## src/rtl/bitbrick_psum_accum.sv

```systemverilog
// Partial-sum accumulator at the consumer end of a fused 4x4 BitBrick multiplier.
// Unpacks each product beat per precision mode and sums a group closed by in_last.
module bitbrick_psum_accum #(
  parameter int ACC_W = 20,
  parameter int CNT_W = 8
) (
  input  logic             clock,
  input  logic             reset,
  input  logic             in_valid,
  output logic             in_ready,
  input  logic [7:0]       in_p,
  input  logic             in_mode,
  input  logic             in_signed,
  input  logic             in_last,
  output logic             out_valid,
  input  logic             out_ready,
  output logic [ACC_W-1:0] out_acc0,
  output logic [ACC_W-1:0] out_acc1,
  output logic             out_mode,
  output logic [CNT_W-1:0] out_count,
  output logic             out_err
);

  typedef enum logic [1:0] {
    S_IDLE = 2'd0,
    S_ACC  = 2'd1,
    S_HOLD = 2'd2
  } state_t;

  state_t             r_state;
  state_t             w_next_state;

  logic [ACC_W-1:0]   r_acc0;
  logic [ACC_W-1:0]   r_acc1;
  logic [CNT_W-1:0]   r_cnt;
  logic               r_mode;
  logic               r_sign;
  logic               r_err;

  logic               r_out_valid;
  logic [ACC_W-1:0]   r_out_acc0;
  logic [ACC_W-1:0]   r_out_acc1;
  logic               r_out_mode;
  logic [CNT_W-1:0]   r_out_count;
  logic               r_out_err;

  logic               w_in_ready;
  logic               w_accept;
  logic               w_first;
  logic               w_lock_mode;
  logic               w_lock_sign;
  logic [ACC_W-1:0]   w_term0;
  logic [ACC_W-1:0]   w_term1;
  logic [ACC_W-1:0]   w_sum0;
  logic [ACC_W-1:0]   w_sum1;
  logic [CNT_W-1:0]   w_cnt_next;
  logic               w_err_next;

  // NOTE: every signal assigned in always_comb gets a default first so no latch is inferred.
  always_comb begin
    w_next_state = r_state;
    w_in_ready   = 1'b0;
    unique case (r_state)
      S_IDLE, S_ACC: begin
        w_in_ready = 1'b1;
        if (in_valid && in_last) begin
          w_next_state = S_HOLD;
        end else if (in_valid) begin
          w_next_state = S_ACC;
        end
      end
      S_HOLD: begin
        if (r_out_valid && out_ready) begin
          w_next_state = S_IDLE;
        end
      end
      default: w_next_state = S_IDLE;
    endcase
  end

  // Never advertise room while reset is held, even though the state already reads IDLE.
  assign in_ready = w_in_ready & ~reset;
  assign w_accept = in_valid & in_ready;

  // The first beat of a group sets the mode/sign; later beats reuse the locked values.
  assign w_first     = (r_state == S_IDLE);
  assign w_lock_mode = w_first ? in_mode   : r_mode;
  assign w_lock_sign = w_first ? in_signed : r_sign;

  always_comb begin
    w_term0 = '0;
    w_term1 = '0;
    if (w_lock_mode) begin
      w_term0 = {{(ACC_W-8){w_lock_sign & in_p[7]}}, in_p};
    end else begin
      w_term0 = {{(ACC_W-4){w_lock_sign & in_p[3]}}, in_p[3:0]};
      w_term1 = {{(ACC_W-4){w_lock_sign & in_p[7]}}, in_p[7:4]};
    end
  end

  assign w_sum0 = (w_first ? '0 : r_acc0) + w_term0;
  assign w_sum1 = (w_first ? '0 : r_acc1) + w_term1;

  always_comb begin
    w_cnt_next = r_cnt;
    if (w_first) begin
      w_cnt_next = CNT_W'(1);
    end else if (!(&r_cnt)) begin
      w_cnt_next = r_cnt + CNT_W'(1);
    end
  end

  assign w_err_next = !w_first &&
                      (r_err || (in_mode != r_mode) || (in_signed != r_sign));

  // NOTE: sequential state uses non-blocking assignments so every flop samples pre-edge values.
  always_ff @(posedge clock or posedge reset) begin
    if (reset) begin
      r_state <= S_IDLE;
    end else begin
      r_state <= w_next_state;
    end
  end

  // NOTE: all datapath registers are reset so a group cut short by reset leaves no residue.
  always_ff @(posedge clock or posedge reset) begin
    if (reset) begin
      r_acc0 <= '0;
      r_acc1 <= '0;
      r_cnt  <= '0;
      r_mode <= 1'b0;
      r_sign <= 1'b0;
      r_err  <= 1'b0;
    end else if (w_accept) begin
      r_acc0 <= w_sum0;
      r_acc1 <= w_sum1;
      r_cnt  <= w_cnt_next;
      r_err  <= w_err_next;
      if (w_first) begin
        r_mode <= in_mode;
        r_sign <= in_signed;
      end
    end
  end

  // Result registers load on the closing beat and stay frozen until the drain handshake.
  always_ff @(posedge clock or posedge reset) begin
    if (reset) begin
      r_out_valid <= 1'b0;
      r_out_acc0  <= '0;
      r_out_acc1  <= '0;
      r_out_mode  <= 1'b0;
      r_out_count <= '0;
      r_out_err   <= 1'b0;
    end else if (w_accept && in_last) begin
      r_out_valid <= 1'b1;
      r_out_acc0  <= w_sum0;
      r_out_acc1  <= w_sum1;
      r_out_mode  <= w_lock_mode;
      r_out_count <= w_cnt_next;
      r_out_err   <= w_err_next;
    end else if (r_out_valid && out_ready) begin
      r_out_valid <= 1'b0;
    end
  end

  assign out_valid = r_out_valid;
  assign out_acc0  = r_out_acc0;
  assign out_acc1  = r_out_acc1;
  assign out_mode  = r_out_mode;
  assign out_count = r_out_count;
  assign out_err   = r_out_err;

endmodule

```

## config.mk

```make
export PLATFORM = sky130hd
export DESIGN_NAME = bitbrick_psum_accum
export DESIGN_NICKNAME = d
export VERILOG_FILES = /design/src/rtl/bitbrick_psum_accum.sv
export SDC_FILE = /design/constraint.sdc
export NUM_CORES = 1
export LEC_CHECK = 0
export ABC_AREA = 0
export BUFFER_PORTS_ARGS = -buffer_cell sky130_fd_sc_hd__buf_2
export CORE_AREA = 4 4 135 137
export CTS_CLUSTER_DIAMETER = 100
export CTS_CLUSTER_SIZE = 40
export DETAILED_ROUTE_END_ITERATION = 16
export DIE_AREA = 0 0 139 141
export PLACE_DENSITY = 0.56
export SYNTH_ARGS = -nofsm -noshare
export SYNTH_HDL_FRONTEND = slang
export SYNTH_SLANG_ARGS = --single-unit
```

## constraint.sdc

```tcl
create_clock -name clock -period 8.7 [get_ports clock]
set_input_delay 0 -clock clock [delete_from_list [all_inputs] [get_ports clock]]
set_output_delay 0 -clock clock [all_outputs]
set_load 0.05 [all_outputs]
```

==> results.json <==
{
  "status": "completed",
  "hold_class": "input pin to register",
  "mostFrequentLayoutCell": "nand2_1",
  "synth.cell_area_um2": 7020,
  "wire_per_inst_um": 16.3,
  "drc": 0,
  "final_layout_size_suffix_gt1_share_pct": 13.7,
  "dp.cells": 1086,
  "initial_core_util_pct": 41.1,
  "vdd_ir_drop_max_uv": 188,
  "syn_nets": 881,
  "clkTransAtPathRegs_ns": 0.08,
  "utilization_pct": 46.0,
  "detail_route.first_pass.iterations": 5,
  "hold_violations": 0,
  "finalCriticalPeriod_ns": 4.66,
  "path_cells": "or3b_1 > and3_4 > o21ai_2 > inv_2 > ha_1 > and2_1 > a21o_1 > a311oi_1 > mux2i_1 > xor2_1 > o21ai_0",
  "worstSetupPathType": "register to register",
  "syn_area_per_cell_um2": 8.35,
  "slew_viol_final": 0,
  "ys_ff_latch": 104,
  "num-nets-final": 918,
  "grt_max_degree": 90,
  "grt-ovfl-total": 0,
  "synth.distinct_cells": 82,
  "crit_cells": 11,
  "cts_tree": "yes",
  "diodes": 0,
  "clock_skew_ns": 0.0108,
  "num_vias": 6147,
  "max_slew_margin_pct": 37.1,
  "synth_edf_count": 0,
  "power_density_nw_per_um2": 394,
  "critPathLaunchType": "register",
  "max_cap_violations": 0,
  "hold_depth": 4,
  "slowest_stage": "o21ai_2",
  "cts_resized": 0,
  "fin_crit_sh_pct": 53.5,
  "max_stage_delay_ns": 0.63,
  "setup_tns_ns": 0,
  "setup_viol_count_final": 0,
  "design.core.area_um2": 17100,
  "layout_common_cells": "nand2_1, dfrtp_1, o21ai_0",
  "antenna_found_initial": 0,
  "area_delta_synth_final_pct": 11.8,
  "htreeDepth": 3,
  "path_buf_inv": 1,
  "critPathRequiredTime_ns": 8.90,
  "cellLeakagePower_nw": 3.57,
  "die_y_um": 141,
  "grt_use_total_pct": 18.7,
  "post-dp-hpwl_um": 12500,
  "clock_sinks": 104,
  "first_global_vias": 5881,
  "die-area_um2": 19600,
  "cp-end-kind": "register",
  "timing.fmax_ghz": 0.215,
  "cts_root_buffer": "clkbuf_16",
  "drt_wl_total_um": 18100,
  "die_w_um": 139,
  "multiInputGateArea_um2": 4160,
  "antenna_left": 0,
  "timing.hold.ws_ns": 0.0823,
  "yosys_warnings": 0,
  "n_fill_cell": 1762,
  "via_per_inst": 5.55,
  "io_buffers": 66,
  "cp_top_family": "compound AO/OA/AOI/OAI gates",
  "synthArstFlopShare_pct": 100,
  "boundaryPins": 67,
  "design_area_um2": 7850,
  "clockBufferDepth": 2,
  "crit_fanout": 25,
  "reg2reg_depth": 11,
  "synth_ff_type": "dfrtp_1",
  "cts_buffers": 9,
  "std_cell_rows": 48,
  "syn_inst": 840,
  "drt_iter0_drc": 433,
  "final_cell_count_no_fill": 1107,
  "ys_seq_area_share_pct": 37.1,
  "ff_latch_area_um2": 2600,
  "worst_ep_arrival_time_ns": 4.86,
  "gp_congestion": 0.843,
  "worstMarginPinSlew_ns": 0.944,
  "rsz0062_at_grt": "no",
  "clk_latency_ns": 0.36,
  "grt_pass1_wl_um": 30400,
  "post_dp_cell_area_um2": 7480
}
==> report_power, final <==
part | internal [mW] | switching [mW]
sequential | 0.678 | 0.167
combinational | 0.591 | 1.22
clock | 0.236 | 0.206
total | 1.50 | 1.59
==> layer usage <==
layer	wire length [um]	global-route usage, %	part of all wire (%)	vias up
li1	-	-	-	3091
met1	8980	26.3	50	2959
met2	8420	30.7	47	83
met3	455	2.17	2.5	14
met4	214	5.30	1.2	0
met5	0	0	0	-
==> area by class of cell <==
class / instances / area share (%)
Clock buffer: 10 / 3.05
Clock inverter: 6 / 0.941
Inverter: 14 / 0.733
Multi-Input combinational cell: 670 / 53.0
Sequential cell: 104 / 33.2
Tap cell: 225 / 3.59
Timing Repair Buffer: 78 / 5.52
==> logic make-up (layout without fill, tap and decap cells) <==
logic type	Yosys count	in the layout	synth area share (%)
AO/OA/AOI/OAI	267	267	25.8
XOR/XNOR	40	40	5.39
adder cells (fa/ha/maj)	26	26	4.85
buffers and inverters	66	108	3.83
flip-flops	104	104	37.1
multiplexers	13	13	1.94
AND/OR/NAND/NOR	324	324	21.1
==> state kept, by name, summed over array words and instances, names as in the netlist <==
name	count
r_cnt	8
r_acc0	20
out_err	1
r_state	2
r_mode	1
r_sign	1
r_err	1
r_acc1	20
out_acc0	20
out_acc1	20
out_valid	1
out_count	8
out_mode	1
==> cell usage after synthesis, types with 10 or more instances <==
cell type / number / area (um2)
a211oi_1: 11 / 82.6
a21o_1: 14 / 105
a21oi_1: 51 / 255
and2_1: 33 / 206
clkbuf_1: 40 / 150
dfrtp_1: 104 / 2600
ha_1: 24 / 300
inv_1: 12 / 45.0
mux2i_1: 10 / 100
nand2_1: 149 / 559
nand3_1: 16 / 80.1
nor2_1: 64 / 240
nor3_1: 17 / 85.1
o21ai_0: 84 / 420
xnor2_1: 20 / 175
xor2_1: 18 / 158
==> worst min-delay path, stage by stage <==
cell     delay (ns)
buf_2          0.11
fa_1           0.19
nand2_1        0.05
nand2_1        0.05
==> worst paths after layout <==
check,from,endpoint,slack [ns]
min reg2reg,r_acc1[0],r_acc1[0],0.47
max,r_state[0],out_acc0[17],4.04
max in group asynchronous,reset,out_acc0[16],7.19
min,in_p[1],r_acc0[1],0.08
max reg2reg,r_state[0],out_acc0[17],4.04
min in group asynchronous,reset,out_count[6],0.22
==> metrics by stage <==
step           power (mW)  setup slack, ns
6_report             3.09             4.04
5_1_grt              3.35             3.67
4_1_cts              3.12             4.04
3_5_place_dp         2.66             4.06
3_3_place_gp         2.65             4.10
2_1_floorplan        2.27             4.36
==> what timing repair did <==
item / 4_1_cts / 5_1_grt
endpoints found under the hold margin: 38 / 0
setup buffers: 0 / 0
hold buffers: 5 / 0
Power figures use the tool's default switching activity.
